==> config.mk <==
export PLATFORM = sky130hd
export DESIGN_NAME = uart_rx_ctrl_gen2
export DESIGN_NICKNAME = d
export VERILOG_FILES = /design/src/rtl/uart_rx_ctrl_gen2.sv
export SDC_FILE = /design/constraint.sdc
export NUM_CORES = 1
export LEC_CHECK = 0
export ABC_CLOCK_PERIOD_IN_PS = 2400
export CELL_PAD_IN_SITES_DETAIL_PLACEMENT = 0
export CELL_PAD_IN_SITES_GLOBAL_PLACEMENT = 2
export CORE_AREA = 5 5 75 77
export DETAILED_ROUTE_END_ITERATION = 8
export DIE_AREA = 0 0 80 82
export PLACE_DENSITY_LB_ADDON = 0.1
export RECOVER_POWER = 100
export SKIP_LAST_GASP = 1
export SYNTH_ARGS = -nofsm -noshare
export SYNTH_HDL_FRONTEND = slang
export SYNTH_SLANG_ARGS = --single-unit
==> constraint.sdc <==
create_clock -name CLK -period 2.4 [get_ports CLK]
set_input_delay 0.48 -clock CLK [delete_from_list [all_inputs] [get_ports CLK]]
set_output_delay 0.48 -clock CLK [all_outputs]
set_load 0.03 [all_outputs]
==> src/rtl/uart_rx_ctrl_gen2.sv <==
// UART receive frame controller: oversampling edge/bit counters, frame FSM and checker enables.
// Define UART_RX_BREAK_DET_EN to compile in line-break detection (break_det output, BREAK_WAIT state).
module uart_rx_ctrl_gen2 #(
    parameter int DATA_WIDTH = 8,
    parameter int PS_W       = 6,
    parameter int BC_W       = 4
) (
    input  logic            CLK,
    input  logic            RST,
    input  logic            RX_IN,
    input  logic            PAR_EN,
    input  logic            STOP2_EN,
    input  logic [PS_W-1:0] PRESCALE,
    input  logic            sampled_bit,
    input  logic            strt_glitch,
    input  logic            par_err,
    input  logic            stp_err,
    output logic [PS_W-1:0] edge_cnt,
    output logic [BC_W-1:0] bit_cnt,
    output logic            dat_samp_en,
    output logic            strt_chk_en,
    output logic            deser_en,
    output logic            par_chk_en,
    output logic            stp_chk_en,
    output logic            data_valid,
    output logic            frame_err,
`ifdef UART_RX_BREAK_DET_EN
    output logic            break_det,
`endif
    output logic            busy
);

    typedef enum logic [2:0] {
        S_IDLE,
        S_START,
        S_DATA,
        S_PARITY,
        S_STOP,
        S_ERR_CHK,
        S_VALID
`ifdef UART_RX_BREAK_DET_EN
        , S_BREAK_WAIT
`endif
    } state_e;

    state_e          state_q;
    logic [PS_W-1:0] edge_cnt_q;
    logic [BC_W-1:0] bit_cnt_q;
    logic [PS_W-1:0] prescale_q;
    logic            par_en_q;
    logic            stop2_en_q;
    logic            data_valid_q;
    logic            frame_err_q;

    logic [PS_W-1:0] prescale_d;
    logic [PS_W-1:0] last_edge_s;
    logic [BC_W-1:0] last_stop_s;
    logic            edge_wrap_s;
    logic [PS_W-1:0] edge_adv_s;
    logic [BC_W-1:0] bit_adv_s;
    logic            start_s;

    // Ratios below 4 leave no room for a mid-bit sample, so they are clamped.
    assign prescale_d  = (PRESCALE < PS_W'(4)) ? PS_W'(4) : PRESCALE;
    assign last_edge_s = prescale_q - PS_W'(1);
    assign last_stop_s = BC_W'(DATA_WIDTH + 1) + BC_W'(par_en_q) + BC_W'(stop2_en_q);
    assign edge_wrap_s = (edge_cnt_q == last_edge_s);
    assign edge_adv_s  = edge_wrap_s ? '0 : edge_cnt_q + PS_W'(1);
    assign bit_adv_s   = edge_wrap_s ? bit_cnt_q + BC_W'(1) : bit_cnt_q;
    assign start_s     = ((state_q == S_IDLE) || (state_q == S_VALID)) && !RX_IN;

    // Per-frame configuration snapshot, taken on every entry into START.
    always_ff @(posedge CLK or posedge RST) begin
        if (RST) begin
            prescale_q <= '0;
            par_en_q   <= 1'b0;
            stop2_en_q <= 1'b0;
        end else if (start_s) begin
            prescale_q <= prescale_d;
            par_en_q   <= PAR_EN;
            stop2_en_q <= STOP2_EN;
        end
    end

`ifdef UART_RX_BREAK_DET_EN
    logic all_zero_q;
    logic break_det_q;

    // Sticky flag: every bit of the frame so far was sampled low.
    always_ff @(posedge CLK or posedge RST) begin
        if (RST) begin
            all_zero_q <= 1'b0;
        end else if (start_s) begin
            all_zero_q <= 1'b1;
        end else if ((state_q inside {S_START, S_DATA, S_PARITY, S_STOP}) && edge_wrap_s) begin
            all_zero_q <= all_zero_q & ~sampled_bit;
        end
    end

    assign break_det = break_det_q;
`endif

    // Frame FSM with its counters and the registered result pulses.
    always_ff @(posedge CLK or posedge RST) begin
        if (RST) begin
            state_q      <= S_IDLE;
            edge_cnt_q   <= '0;
            bit_cnt_q    <= '0;
            data_valid_q <= 1'b0;
            frame_err_q  <= 1'b0;
`ifdef UART_RX_BREAK_DET_EN
            break_det_q  <= 1'b0;
`endif
        end else begin
            data_valid_q <= 1'b0;
            frame_err_q  <= 1'b0;
`ifdef UART_RX_BREAK_DET_EN
            break_det_q  <= 1'b0;
`endif
            case (state_q)
                S_IDLE, S_VALID: begin
                    edge_cnt_q <= '0;
                    bit_cnt_q  <= '0;
                    state_q    <= start_s ? S_START : S_IDLE;
                end
                S_START: begin
                    edge_cnt_q <= edge_adv_s;
                    bit_cnt_q  <= bit_adv_s;
                    if (edge_wrap_s && strt_glitch) begin
                        bit_cnt_q <= '0;
                        state_q   <= S_IDLE;
                    end else if (edge_wrap_s) begin
                        state_q <= S_DATA;
                    end
                end
                S_DATA: begin
                    edge_cnt_q <= edge_adv_s;
                    bit_cnt_q  <= bit_adv_s;
                    if (edge_wrap_s && (bit_cnt_q == BC_W'(DATA_WIDTH))) begin
                        state_q <= par_en_q ? S_PARITY : S_STOP;
                    end
                end
                S_PARITY: begin
                    edge_cnt_q <= edge_adv_s;
                    bit_cnt_q  <= bit_adv_s;
                    if (edge_wrap_s) begin
                        state_q <= S_STOP;
                    end
                end
                S_STOP: begin
                    edge_cnt_q <= edge_adv_s;
                    bit_cnt_q  <= bit_adv_s;
                    if (edge_wrap_s && (bit_cnt_q == last_stop_s)) begin
                        bit_cnt_q <= '0;
                        state_q   <= S_ERR_CHK;
                    end
                end
                S_ERR_CHK: begin
                    edge_cnt_q <= '0;
                    bit_cnt_q  <= '0;
`ifdef UART_RX_BREAK_DET_EN
                    if (all_zero_q && stp_err) begin
                        break_det_q <= 1'b1;
                        state_q     <= S_BREAK_WAIT;
                    end else
`endif
                    if (par_err || stp_err) begin
                        frame_err_q <= 1'b1;
                        state_q     <= S_IDLE;
                    end else begin
                        data_valid_q <= 1'b1;
                        state_q      <= S_VALID;
                    end
                end
`ifdef UART_RX_BREAK_DET_EN
                S_BREAK_WAIT: begin
                    edge_cnt_q <= '0;
                    bit_cnt_q  <= '0;
                    state_q    <= RX_IN ? S_IDLE : S_BREAK_WAIT;
                end
`endif
                default: begin
                    edge_cnt_q <= '0;
                    bit_cnt_q  <= '0;
                    state_q    <= S_IDLE;
                end
            endcase
        end
    end

    // Checker enables decoded from state; IDLE arms the sampler as soon as the line drops.
    always_comb begin
        dat_samp_en = 1'b0;
        strt_chk_en = 1'b0;
        deser_en    = 1'b0;
        par_chk_en  = 1'b0;
        stp_chk_en  = 1'b0;
        case (state_q)
            S_IDLE: begin
                dat_samp_en = ~RX_IN & ~RST;
                strt_chk_en = ~RX_IN & ~RST;
            end
            S_START: begin
                dat_samp_en = 1'b1;
                strt_chk_en = 1'b1;
            end
            S_DATA: begin
                dat_samp_en = 1'b1;
                deser_en    = 1'b1;
            end
            S_PARITY: begin
                dat_samp_en = 1'b1;
                par_chk_en  = 1'b1;
            end
            S_STOP: begin
                dat_samp_en = 1'b1;
                stp_chk_en  = 1'b1;
            end
            S_ERR_CHK: begin
                dat_samp_en = 1'b1;
            end
            default: begin
                dat_samp_en = 1'b0;
            end
        endcase
    end

    assign edge_cnt   = edge_cnt_q;
    assign bit_cnt    = bit_cnt_q;
    assign data_valid = data_valid_q;
    assign frame_err  = frame_err_q;
    assign busy       = (state_q != S_IDLE);

endmodule

---- After elaboration in Yosys (flattened, before gate mapping) ----
Cells that the tools add are included.
cells by class
  multiplexer cells ....................... 25
  bitwise logic cells ..................... 3
  equality and inequality tests ........... 13
  order comparisons ....................... 1
  shift operators ......................... 0
  multipliers ............................. 0
  reduce and logical (&&, ||, !) cells .... 14
  $add $sub $neg .......................... 5
  div/mod/pow operators ................... 0
operators by type and width
  kind                                                        count
  2-to-1 mux 3 bit                                            7
  2-to-1 mux 6 bit                                            3
  one-hot mux 3 bit (6 select lines)                          1
  2-to-1 mux 4 bit                                            3
  one-hot mux 4 bit (3 select lines)                          1
  == test 3 bit, second input constant                        3
  2-to-1 mux 1 bit                                            8
  adder 6 x 1 -> 6 bit, second input constant                 1
  == test 3 x 2 -> 1 bit, second input constant               2
  == test 6 bit                                               1
  less-than comparator 6 x 3 -> 1 bit, second input constant  1
  inequality test 2 bit, second input constant                3
  subtractor 6 x 1 -> 6 bit, second input constant            1
  OR reduction 5 bit                                          1
  adder 4 x 1 -> 4 bit                                        1
  adder 4 x 1 -> 4 bit, first input constant                  1
  adder 4 x 1 -> 4 bit, second input constant                 1
  == test 4 bit                                               1
  == test 4 bit, second input constant                        1
  logical AND 1 bit                                           4
  one-hot mux 1 bit (2 select lines)                          2
  AND reduction 4 bit                                         1
  OR reduction 2 bit                                          2
  OR reduction 4 bit                                          1
  other kinds (8)                                             10
storage, ports and cells
  latch bits .............................. 0
  register bits ........................... 23
  logic and storage cells ................. 69
  RAM bits ................................ 0
  bits of input ports ..................... 15
  memory bits (read-only) ................. 0
  memories kept ........................... 0

---- Logic depth before layout (Yosys ltp) ----
Gate-level depths: netlist of the first run.
  word-level depth ........................ 6
  depth in mapped cells ................... 8

---- Least setup slack after synthesis of the first run ----
Ideal clock, no wire load.
  kind .................................... reg2reg
  start point ............................. reg prescale_q[0]
  end point ............................... reg state_q[1]
  data arrival time ....................... 2.096 ns
  period minus slack after synthesis ...... 2.221 ns
  slack ................................... 0.179 ns
  cell stages (with the launch flop) ...... 9
  required time ........................... 2.275 ns
  setup time .............................. 0.125 ns
  cells stage by stage .................... dfrtp_1 > inv_1 > ha_1 > xor2_1 > nand2_1 > nor4b_4 > nand3_1 > a211oi_2 > mux2_2
between the ends
  longest elaborated chain between the ends .. 5
  elaborated cells between the ends (all ways) .. 12
  classes of those cells .................. 1 x add/sub; 5 x eq/ne; 2 x mux; 4 x reduce/logical
ends and longest elaborated chain
  what                                                                       RTL line       source
  start: declaration                                                         49             logic [PS_W-1:0] prescale_q;
  start signal: assignment                                                   79             prescale_q <= prescale_d;
  subtractor 6 x 1 -> 6 bit *                                                65             assign last_edge_s = prescale_q - PS_W'(1);
  == test 6 bit *                                                            67             assign edge_wrap_s = (edge_cnt_q == last_edge_s);
  logical AND 1 bit, on equally long branches                                129, 139, 153
  2-to-1 mux 3 bit (tied with other cells)                                   129            if (edge_wrap_s && strt_glitch) begin
  one-hot mux 3 bit (6 select lines) or AND reduction 4 bit (tied branches)  -
  end signal: assignment                                                     124            state_q <= start_s ? S_START : S_IDLE;
  end signal: assignment                                                     140            state_q <= par_en_q ? S_PARITY : S_STOP;
  end: declaration                                                           46             state_e state_q;
Every way passes the cells marked *; elsewhere a longest branch is shown, timed or not.
A chain may end at the register's enable or synchronous reset.

---- Worst setup path after layout of the first run ----
  start point ............................. reg state_q[0]
  end point ............................... out busy
between the ends
  longest elaborated chain between the ends .. 1
ends and longest elaborated chain
  what                RTL line  source
  nonzero test 3 bit  232       assign busy = (state_q != S_IDLE);
  end: declaration    30        output logic busy
Every way passes these cells.

==> flow_metrics.env, run 1 <==
export IMPL_status="completed"
export IMPL_dpl_cell_area_um2=1812
export IMPL_rsz0062_at_grt="yes"
export IMPL_yosys_top_cells_area="dfrtp_1, xnor2_1, nor2_1"
export IMPL_synthXorXnorAreaFrac=0.1015
export IMPL_synth_seq_cells=23
export IMPL_grt_pass1_wl_um=5616
export IMPL_synth_top_family_by_area="simple AND/OR/NAND/NOR gates"
export IMPL_clkLatencyLatePin_ns=0.26
export IMPL_io_buffers=31
export IMPL_maxCapViolCount=0
export IMPL_core_um2=4945
export IMPL_synth_simple_area_share=0.2176
export IMPL_synth_area_um2=1380
export IMPL_leakagePower_nw=0.8416
export IMPL_grt_pass1_vias=1248
export IMPL_reg2regPathDepth=8
export IMPL_ir_drop_mv=0.4886
export IMPL_nets=207
export IMPL_hold_class="reg -> reg"
export IMPL_dp_hpwl_um=2613
export IMPL_dieArea_um2=6560
export IMPL_avgViaCountPerCell=4.602
export IMPL_timing_slew_headroom=0.1066
export IMPL_finalHoldViolations=0
export IMPL_dr_first_iter_drc_count=24
export IMPL_seq_area_frac_synth=0.4170
export IMPL_synth_nets=169
export IMPL_clk_pin_slew_worst_paths_ns=0.09
export IMPL_cts_tree="built"
export IMPL_hold_depth=1
export IMPL_worstPathArrival_ns=1.84
export IMPL_htreeDepth=1
export IMPL_fmax_mhz=431.4
export IMPL_postRouteAntennaNets=0
export IMPL_track_usage=0.1092
export IMPL_start_kind="flip-flop"
export IMPL_synth_fa_ha_area_frac=0.04533
export IMPL_clock_root_buffer="clkbuf_8"
export IMPL_fin_skew_ns=0.01022
export IMPL_worst_setup_path_end_kind="primary output"
export IMPL_slew_viol_final=0
export IMPL_power_density_nw_per_um2=1216
export IMPL_post_place_cells=252
export IMPL_post_route_period_util=0.9658
export IMPL_path_max_fanout=6
export IMPL_rows=26
export IMPL_routedWlPerCell_um=13.13
export IMPL_synthMuxAreaShare=0.05621
export IMPL_ys_warn_count=0
export IMPL_instances_no_fill=256
export IMPL_drtPass1Iterations=5
export IMPL_start_util=0.2791
export IMPL_min_period_ns=2.318
export IMPL_synth_compound_area_frac=0.1115
export IMPL_cts_made_buffers=3
export IMPL_chipWidth_um=80
export IMPL_netlist_instances=149
export IMPL_cts_buffer_depth=2
export IMPL_timing_hold_ws_ns=0.5226
export IMPL_chipHeight_um=82
export IMPL_synth_avg_cell_area_um2=9.262
export IMPL_cts_sinks=23
export IMPL_grt_ovfl_total=0
export IMPL_gp_congestion=0.7750
export IMPL_yosysTopAreaCell="dfrtp_1"
export IMPL_finalInstanceArea_um2=1846
export IMPL_num_io_pins=33
export IMPL_antenna_cells=0
export IMPL_drive_above_1_share=0.1398
export IMPL_grt_max_degree=24
export IMPL_cts_setup_buffers=0
export IMPL_worstPathRequired_ns=1.92
export IMPL_via_count=1178
export IMPL_syn_to_final_growth_pct=33.73
export IMPL_antenna_found_initial=0
export IMPL_holdBufCountCts=0
export IMPL_synth_cell_types=35
export IMPL_wirelength_um=3361
export IMPL_synth_top_cell_area_share=0.4170
export IMPL_setup_viol=0
export IMPL_drc=0
export IMPL_worst_slew_pin_slew_ns=1.340
export IMPL_critPathKind="reg -> out"
-- registers in the layout, indices dropped and copies added, names as in the netlist --
signal	count
state_q	3
edge_cnt	6
data_valid	1
stop2_en_q	1
prescale_q	6
par_en_q	1
bit_cnt	4
frame_err	1
-- stage by stage --
stage / setup WS, ns / util / setup TNS, ns / power (mW)
2_1_floorplan: 0.1791 / - / 0 / 1.599
6_report: 0.08201 / 0.3732 / 0 / 2.244
5_1_grt: -0.02690 / 0.3732 / -0.08599 / 2.436
3_3_place_gp: 0.1376 / 0.3664 / 0 / 2.036
4_1_cts: 0.03527 / 0.3763 / 0 / 2.320
3_5_place_dp: 0.06383 / 0.3664 / 0 / 2.058
-- worst max-delay path, cell delays in order (launching register included) --
cell and delay (ns):
dfrtp_1 0.45, buf_4 0.18, or3_1 0.34, clkdlybuf4s50_1 0.60
-- power breakdown --
part	switching [mW]	leakage [nW]	total, mW	internal, mW
Clock	0.127	0.0255	0.242	0.116
Combinational	0.714	0.523	1.29	0.579
Sequential	0.182	0.293	0.708	0.526
-- synth_stat cells (all sizes together) --
library cell	count
a211o	1
a211oi	2
a21o	2
a21oi	6
a311o	1
a31oi	3
and2	2
and3	1
buf	2
clkbuf	5
dfrtp	23
ha	5
inv	11
mux2	6
mux2i	1
nand2	10
nand2b	1
nand3	6
nand3b	3
nand4	1
nor2	20
nor2b	3
nor3	4
nor4	1
nor4b	2
o21ai	7
o21bai	1
or3	1
or4	2
xnor2	9
xor2	7
-- worst paths after layout --
| check | start | end | slack, ns |
|---|---|---|---|
| setup / recovery | state_q[0]$_DFFE_PP0P_ | busy | 0.08 |
| hold / removal | stop2_en_q$_DFFE_PP0P_ | stop2_en_q$_DFFE_PP0P_ | 0.52 |
| setup reg to reg | prescale_q[1]$_DFFE_PP0P_ | state_q[1]$_DFFE_PP0P_ | 0.11 |
| hold reg to reg | stop2_en_q$_DFFE_PP0P_ | stop2_en_q$_DFFE_PP0P_ | 0.52 |
| max in group asynchronous | RST | prescale_q[0]$_DFFE_PP0P_ | 0.38 |
| min in group asynchronous | RST | state_q[0]$_DFFE_PP0P_ | 1.12 |
-- final cells by class --
| type | count | area [um2] |
|---|---|---|
| repair buffers | 40 | 345.3 |
| well taps | 70 | 87.58 |
| multi-input cells | 108 | 748.2 |
| inverters | 11 | 41.29 |
| fillers | 528 | 3099 |
| flip-flops and latches | 23 | 576.8 |
| clock inverters | 1 | 5.005 |
| clock buffers | 3 | 41.29 |
-- placed cells by master (no fill, tap or decap), types with 2 or more instances in the layout --
cell type and count:
dfrtp_1 22, nor2_1 20, clkdlybuf4s50_1 14, dlygate4sd3_1 13, inv_1 11, nand2_1 10
xnor2_1 9, xor2_1 7, buf_4 7, a21oi_1 6, mux2_2 6, clkbuf_1 6
nand3_1 5, o21ai_0 5, ha_1 5, nor3_1 3, nand3b_1 3, clkbuf_8 3
a31oi_1 2, a21o_1 2, nor2b_1 2, or4_1 2, and2_1 2, a211oi_2 2
-- per-layer routing --
| layer | routed length [um] | part of all wire | up-vias | global-route usage |
|---|---|---|---|---|
| met5 | 0 | 0 | - | 0 |
| met1 | 1436 | 0.43 | 579 | 0.1300 |
| met2 | 1762 | 0.52 | 22 | 0.1929 |
| met3 | 141 | 0.042 | 2 | 0.02193 |
| li1 | - | - | 575 | - |
| met4 | 20 | 0.0060 | 0 | 0.04223 |
-- cell families (layout without fill, tap and decap cells) --
family          after synthesis  count (layout)
buf+inv                      18              55
flops                        23              23
compound gates               23              23
mux                           7               7
xor+xnor                     16              16
simple gates                 57              57
fa+ha+maj                     5               5
-- repair_timing --
action                     CTS  global route
pin swaps                    0             1
resized for setup            1             5
setup endpoints to repair    1             7
hold endpoints to repair     0             0
Note: power is estimated with default switching activity, not from simulation.
==> run 2, diff against run 1 <==
--- a/config.mk
+++ b/config.mk
@@ -5,12 +5,14 @@
 export SDC_FILE = /design/constraint.sdc
 export NUM_CORES = 1
 export LEC_CHECK = 0
+export ABC_AREA = 1
 export ABC_CLOCK_PERIOD_IN_PS = 2400
 export CELL_PAD_IN_SITES_DETAIL_PLACEMENT = 0
 export CELL_PAD_IN_SITES_GLOBAL_PLACEMENT = 2
-export CORE_AREA = 5 5 75 77
+export CORE_AREA = 5 5 72 74
 export DETAILED_ROUTE_END_ITERATION = 8
-export DIE_AREA = 0 0 80 82
+export DIE_AREA = 0 0 77 79
+export DONT_BUFFER_PORTS = 1
 export PLACE_DENSITY_LB_ADDON = 0.1
 export RECOVER_POWER = 100
 export SKIP_LAST_GASP = 1
==> run 2 against run 1 <==
Net effect:
- cell count rose by 4.3%
- wire length rose by 4.8%
- global-route usage increased by 1.2 points
- maximum frequency rose by 8.6%
- utilization is 1.4 points lower
- setup slack better by 0.18 ns
- area after synthesis grew 9.0%
- clock-buffer cell count rose by 1
- non-clock buffer count fell by 33
- first-iteration DRC count rose by 92%
- via count increased by 7.5%
- critical path type unchanged
- critical endpoint is now dat_samp_en
==> flow_metrics.env, run 2 <==
export IMPL_status="completed"
export IMPL_grt_max_degree=24
export IMPL_synth_async_reset_ratio=1.000
export IMPL_setup_viol=0
export IMPL_routedWlPerCell_um=13.20
export IMPL_start_kind="flip-flop"
export IMPL_grt_ovfl_total=0
export IMPL_rsz0062_at_grt="no"
export IMPL_min_from="par_err"
export IMPL_htreeDepth=1
export IMPL_track_usage=0.1214
export IMPL_reg2regPathDepth=11
export IMPL_drtPass1Iterations=4
export IMPL_seq_area_frac_synth=0.3827
export IMPL_post_place_cells=263
export IMPL_wirelength_um=3524
export IMPL_worstPathRequired_ns=1.92
export IMPL_finalSetupTns_ns=0
export IMPL_rows=25
export IMPL_yosysMostFrequentCell="nand2_1"
export IMPL_yosysTopAreaCell="dfrtp_1"
export IMPL_finalHoldViolations=0
export IMPL_cts_sinks=23
export IMPL_core_um2=4536
export IMPL_synth_nets=224
export IMPL_maxCapViolCount=0
export IMPL_dieArea_um2=6083
export IMPL_chipWidth_um=77
export IMPL_synth_area_um2=1504
export IMPL_multi_input_area_um2=750.7
export IMPL_synthTopCellsByCount="nand2_1, inv_1, dfrtp_1"
export IMPL_grt_pass1_wl_um=5996
export IMPL_final_core_util=0.3594
export IMPL_yosys_top_cells_area="dfrtp_1, nand2_1, inv_1"
export IMPL_ir_drop_mv=0.4103
export IMPL_clkLatencyLatePin_ns=0.26
export IMPL_antenna_cells=0
export IMPL_timing_slew_headroom=0.08734
export IMPL_final_common_cell="nand2_1"
export IMPL_clk_pin_slew_worst_paths_ns=0.08
export IMPL_slew_viol_final=0
export IMPL_synth_flop_cell="dfrtp_1"
export IMPL_ff_latch_area_um2=575.6
export IMPL_worstSetupStartpoint="state_q[1]$_DFFE_PP0P_"
export IMPL_ys_warn_count=0
export IMPL_instances_no_fill=267
export IMPL_post_place_ws_ns=0.3877
export IMPL_drc=0
export IMPL_worst_setup_path_end_kind="primary output"
export IMPL_nFillCells=492
export IMPL_fin_skew_ns=0.004292
export IMPL_avgViaCountPerCell=4.742
export IMPL_chipHeight_um=79
export IMPL_grt_pass1_vias=1261
export IMPL_synth_top_cell_area_share=0.3827
export IMPL_synth_edf_count=0
export IMPL_dr_first_iter_drc_count=46
export IMPL_nets=234
export IMPL_synth_cell_types=31
export IMPL_worst_r2r_setup_slack_ns=0.36
export IMPL_hold_depth=1
export IMPL_min_period_ns=2.134
export IMPL_start_util=0.3316
export IMPL_path_max_fanout=4
export IMPL_drive_above_1_share=0.09390
export IMPL_dp_hpwl_um=2848
export IMPL_cts_setup_buffers=0
export IMPL_gp_congestion=0.8701
export IMPL_setup_ws_ns=0.2655
export IMPL_cts_tree="built"
export IMPL_final_cell_mix="nand2_1, inv_1, dfrtp_1"
export IMPL_syn_to_final_growth_pct=8.402
export IMPL_cts_made_buffers=3
export IMPL_clock_root_buffer="clkbuf_8"
export IMPL_hold_class="in -> reg"
export IMPL_via_count=1266
export IMPL_regToRegStartpoint="prescale_q[0]$_DFFE_PP0P_"
export IMPL_num_io_pins=33
export IMPL_postRouteAntennaNets=0
export IMPL_synth_seq_cells=23
export IMPL_cts_buffer_depth=2
export IMPL_leakagePower_nw=0.9113
export IMPL_netlist_instances=204
export IMPL_synth_avg_cell_area_um2=7.372
export IMPL_antenna_found_initial=0
export IMPL_power_density_nw_per_um2=1297
export IMPL_critPathKind="reg -> out"
export IMPL_worst_slew_pin_slew_ns=1.369
export IMPL_fmax_mhz=468.5
export IMPL_post_route_period_util=0.8894
export IMPL_io_buffers=0
export IMPL_worstPathArrival_ns=1.65
==> run 2: cell count changes after synthesis, moves of 4 or more <==
cell and delta:
a21oi_1 -4, clkbuf_1 -5, inv_1 +29, mux2_2 -5, nand2_1 +35, nand2_2 +5, nand3_1 +11, xnor2_1 -5
==> run 2: cell families after synthesis <==
group	after synthesis	share of synthesized area
AOI/OAI and AO/OA	18	0.07655
xor gates and xnor gates	10	0.05823
adders and majority gates	5	0.04160
buffers and inverters	45	0.1181
DFF	23	0.3827
muxes	1	0.007487
and+or+nand+nor	102	0.3153
==> run 2: worst max-delay path, stage by stage, from the launching register on <==
cell and delay, ns:
dfrtp_1 0.42, inv_1 0.08, nor2_1 0.06, nand2_1 0.10
inv_1 0.06, or2_1 0.24, nor2_2 0.16, nand3_1 0.09
buf_4 0.18
==> run 2: final cells by class <==
type / count / share of cell area
clock buffers: 4 / 0.02763
inverters: 43 / 0.09900
multi-input cells: 136 / 0.4605
flip-flops and latches: 23 / 0.3530
well taps: 54 / 0.04144
repair buffers: 7 / 0.01842
==> run 2: what timing repair did <==
| action | 4_1_cts | 5_1_grt |
|---|---|---|
| gates resized for setup | 0 | 1 |
| hold buffers | 0 | 0 |
| endpoints found under the setup margin | 0 | 1 |
==> run 2: final timing paths <==
check | endpoint
worst max-delay path | dat_samp_en
worst min-delay path | data_valid$_DFF_PP0_
worst max register to register | bit_cnt[3]$_DFF_PP0_
worst min register to register | prescale_q[5]$_DFFE_PP0P_
max in group asynchronous | prescale_q[0]$_DFFE_PP0P_
min in group asynchronous | state_q[1]$_DFFE_PP0P_
==> run 2: stage by stage <==
step | hold slack (ns) | total power [mW] | instance area, um2
5_1_grt | 0.3204 | 2.344 | 1630
4_1_cts | 0.1571 | 2.189 | 1653
2_1_floorplan | 0.4819 | 1.647 | 1504
3_3_place_gp | 0.4374 | 1.921 | 1608
6_report | 0.3232 | 2.115 | 1630
3_5_place_dp | 0.4515 | 1.935 | 1608
==> run 2: report_power, final <==
group | switching, mW | leakage [nW] | total (mW) | internal [mW]
sequential | 0.181 | 0.300 | 0.694 | 0.512
clock | 0.120 | 0.0228 | 0.238 | 0.118
combinational | 0.789 | 0.589 | 1.18 | 0.394
==> run 2: routing by layer <==
layer	GRT usage	wire [um]	up-vias	part of all wire
met1	0.1397	1434	594	0.41
met4	0.03093	29	0	0.0082
met5	0	0	-	0
met2	0.2258	1930	13	0.55
met3	0.02721	131	4	0.037
li1	-	-	655	-
==> run 3, diff against run 2 <==
--- a/config.mk
+++ b/config.mk
@@ -13,7 +13,7 @@
 export DETAILED_ROUTE_END_ITERATION = 8
 export DIE_AREA = 0 0 77 79
 export DONT_BUFFER_PORTS = 1
-export PLACE_DENSITY_LB_ADDON = 0.1
+export PLACE_DENSITY = 0.77
 export RECOVER_POWER = 100
 export SKIP_LAST_GASP = 1
 export SYNTH_ARGS = -nofsm -noshare
==> run 3 against run 2 <==
Net effect:
- clock-buffer cell count fell by 1
- utilization rose by 0.11 points
- combinational power fell by 3%
- critical path type unchanged
- critical endpoint unchanged
- largest cell class unchanged
==> flow_metrics.env, run 3 (synthesis gave the netlist of run 2 again) <==
export IMPL_gp_congestion=0.8414
export IMPL_cp_cell_sequence="inv_1 > nor2_1 > nand2_1 > inv_1 > or2_1 > nor2_1 > nand3_1 > buf_2"
export IMPL_grt_pass1_wl_um=5692
export IMPL_rsz0062_at_grt="no"
export IMPL_dp_hpwl_um=2787
export IMPL_regToRegStartpoint="prescale_q[0]$_DFFE_PP0P_"
export IMPL_worstPathRequired_ns=1.92
export IMPL_min_period_ns=2.201
export IMPL_hold_depth=1
export IMPL_r2r_end="state_q[2]$_DFFE_PP0P_"
export IMPL_nFillCells=492
export IMPL_holdPathEnd="data_valid$_DFF_PP0_"
export IMPL_cts_made_buffers=3
export IMPL_cts_tree="built"
export IMPL_finalSetupTns_ns=0
export IMPL_start_kind="flip-flop"
export IMPL_critical_path_top_delay_family="simple AND/OR/NAND/NOR gates"
export IMPL_leakagePower_nw=0.9158
export IMPL_maxCapViolCount=0
export IMPL_swShare=0.5202
export IMPL_p_sw_mw=1.097
export IMPL_start_util=0.3316
export IMPL_crit_buf_inv=3
export IMPL_status="completed"
export IMPL_io_buffers=0
export IMPL_ff_latch_area_um2=575.6
export IMPL_num_io_pins=33
export IMPL_avgViaCountPerCell=4.742
export IMPL_finalHoldViolations=0
export IMPL_p_int_mw=1.012
export IMPL_dieArea_um2=6083
export IMPL_fmax_mhz=454.3
export IMPL_reg2regPathDepth=12
export IMPL_max_stage_delay_ns=0.42
export IMPL_fin_skew_ns=0.009568
export IMPL_worst_r2r_setup_slack_ns=0.36
export IMPL_clkLatencyLatePin_ns=0.27
export IMPL_min_from="par_err"
export IMPL_grt_ovfl_total=0
export IMPL_dr_first_iter_drc_count=46
export IMPL_power_density_nw_per_um2=1290
export IMPL_cts_buffer_depth=2
export IMPL_rows=25
export IMPL_ir_drop_mv=0.4556
export IMPL_postRouteAntennaNets=0
export IMPL_comb_power_share=0.543
export IMPL_chipHeight_um=79
export IMPL_clock_root_buffer="clkbuf_8"
export IMPL_timing_slew_headroom=0.3010
export IMPL_core_um2=4536
export IMPL_post_route_period_util=0.9171
export IMPL_worstPathArrival_ns=1.72
export IMPL_path_max_fanout=4
export IMPL_hold_class="in -> reg"
export IMPL_finalInstanceArea_um2=1635
export IMPL_seq_power_share=0.338
export IMPL_cts_sinks=23
export IMPL_antenna_found_initial=0
export IMPL_clk_pin_slew_worst_paths_ns=0.09
export IMPL_grt_pass1_vias=1229
export IMPL_htreeDepth=1
export IMPL_grt_max_degree=19
export IMPL_dpl_cell_area_um2=1600
export IMPL_worst_setup_path_end_kind="primary output"
export IMPL_antenna_cells=0
export IMPL_drive_above_1_share=0.09390
export IMPL_track_usage=0.1150
export IMPL_setup_viol=0
export IMPL_chipWidth_um=77
export IMPL_nets=234
export IMPL_drtPass1Iterations=4
export IMPL_syn_to_final_growth_pct=8.736
export IMPL_critPathKind="reg -> out"
export IMPL_crit_slowest_cell="dfrtp_1"
export IMPL_multi_input_area_um2=744.5
export IMPL_routedWlPerCell_um=12.86
export IMPL_pwr_share_clk=0.120
export IMPL_final_common_cell="nand2_1"
export IMPL_wirelength_um=3433
export IMPL_worst_slew_pin_slew_ns=1.049
export IMPL_drc=0
export IMPL_slew_viol_final=0
export IMPL_cts_setup_buffers=0
export IMPL_via_count=1266
export IMPL_final_cell_mix="nand2_1, inv_1, dfrtp_1"
==> run 3: area by class of cell <==
class	instances	area share
Multi-Input combinational cell	136	0.4552
Sequential cell	23	0.3520
Tap cell	54	0.04132
Timing Repair Buffer	7	0.02295
Clock buffer	3	0.02525
Inverter	43	0.09870
Clock inverter	1	0.004591
==> run 3: metal layers <==
metal	global-route usage	part of all wire
met4	0.03093	0.0067
met2	0.2046	0.49
met5	0	0
met1	0.1286	0.43
met3	0.04308	0.068
==> run 3: worst max path at each step <==
| stage | to | depth (start not counted) | start | slack [ns] |
|---|---|---|---|---|
| final | dat_samp_en | 8 | state_q[1]$_DFFE_PP0P_ | 0.20 |
| after global routing | dat_samp_en | 8 | state_q[1]$_DFFE_PP0P_ | 0.06 |
| after CTS | dat_samp_en | 8 | state_q[1]$_DFFE_PP0P_ | 0.20 |
| after detailed placement | state_q[2]$_DFFE_PP0P_ | 12 | prescale_q[0]$_DFFE_PP0P_ | 0.42 |
| after global placement | state_q[2]$_DFFE_PP0P_ | 12 | prescale_q[0]$_DFFE_PP0P_ | 0.44 |
| after floorplan | dat_samp_en | 4 | state_q[2]$_DFFE_PP0P_ | 0.17 |
==> run 3: what timing repair did <==
item,4_1_cts,5_1_grt
endpoints found under the setup margin,0,0
hold endpoints to repair,5,0
gates resized for setup,0,0
hold buffers,1,0
==> run 3: through the flow <==
stage	std cells	setup WS [ns]	utilization	hold slack (ns)	power (mW)
finish	267	0.1990	0.3606	0.3069	2.109
global route	267	0.06449	0.3606	0.2980	2.321
CTS	267	0.2049	0.3658	0.3113	2.175
floorplan	204	0.1724	-	0.4819	1.647
detailed placement	262	0.4204	0.3528	0.2893	1.918
global placement	262	0.4386	0.3528	0.2879	1.895
==> run 3: worst reg2reg max path, stage by stage, from the launching register on <==
cell and delay, ns:
dfrtp_1 0.39, inv_1 0.14, ha_1 0.27, xnor2_1 0.12, nor2_1 0.12, nand2_2 0.08, nor2_4 0.18, nand3_4 0.20
nand2_1 0.16, nand2_1 0.06, nand2_1 0.08, inv_1 0.05, a21oi_1 0.11
==> run 3: power by group through the flow <==
stage	logic, mW	clock network (mW)	registers [mW]
final	1.14	0.252	0.713
after global routing	1.31	0.272	0.734
after CTS	1.20	0.258	0.718
after detailed placement	1.19	0	0.726
after global placement	1.18	0	0.718
after floorplan	0.960	0	0.687
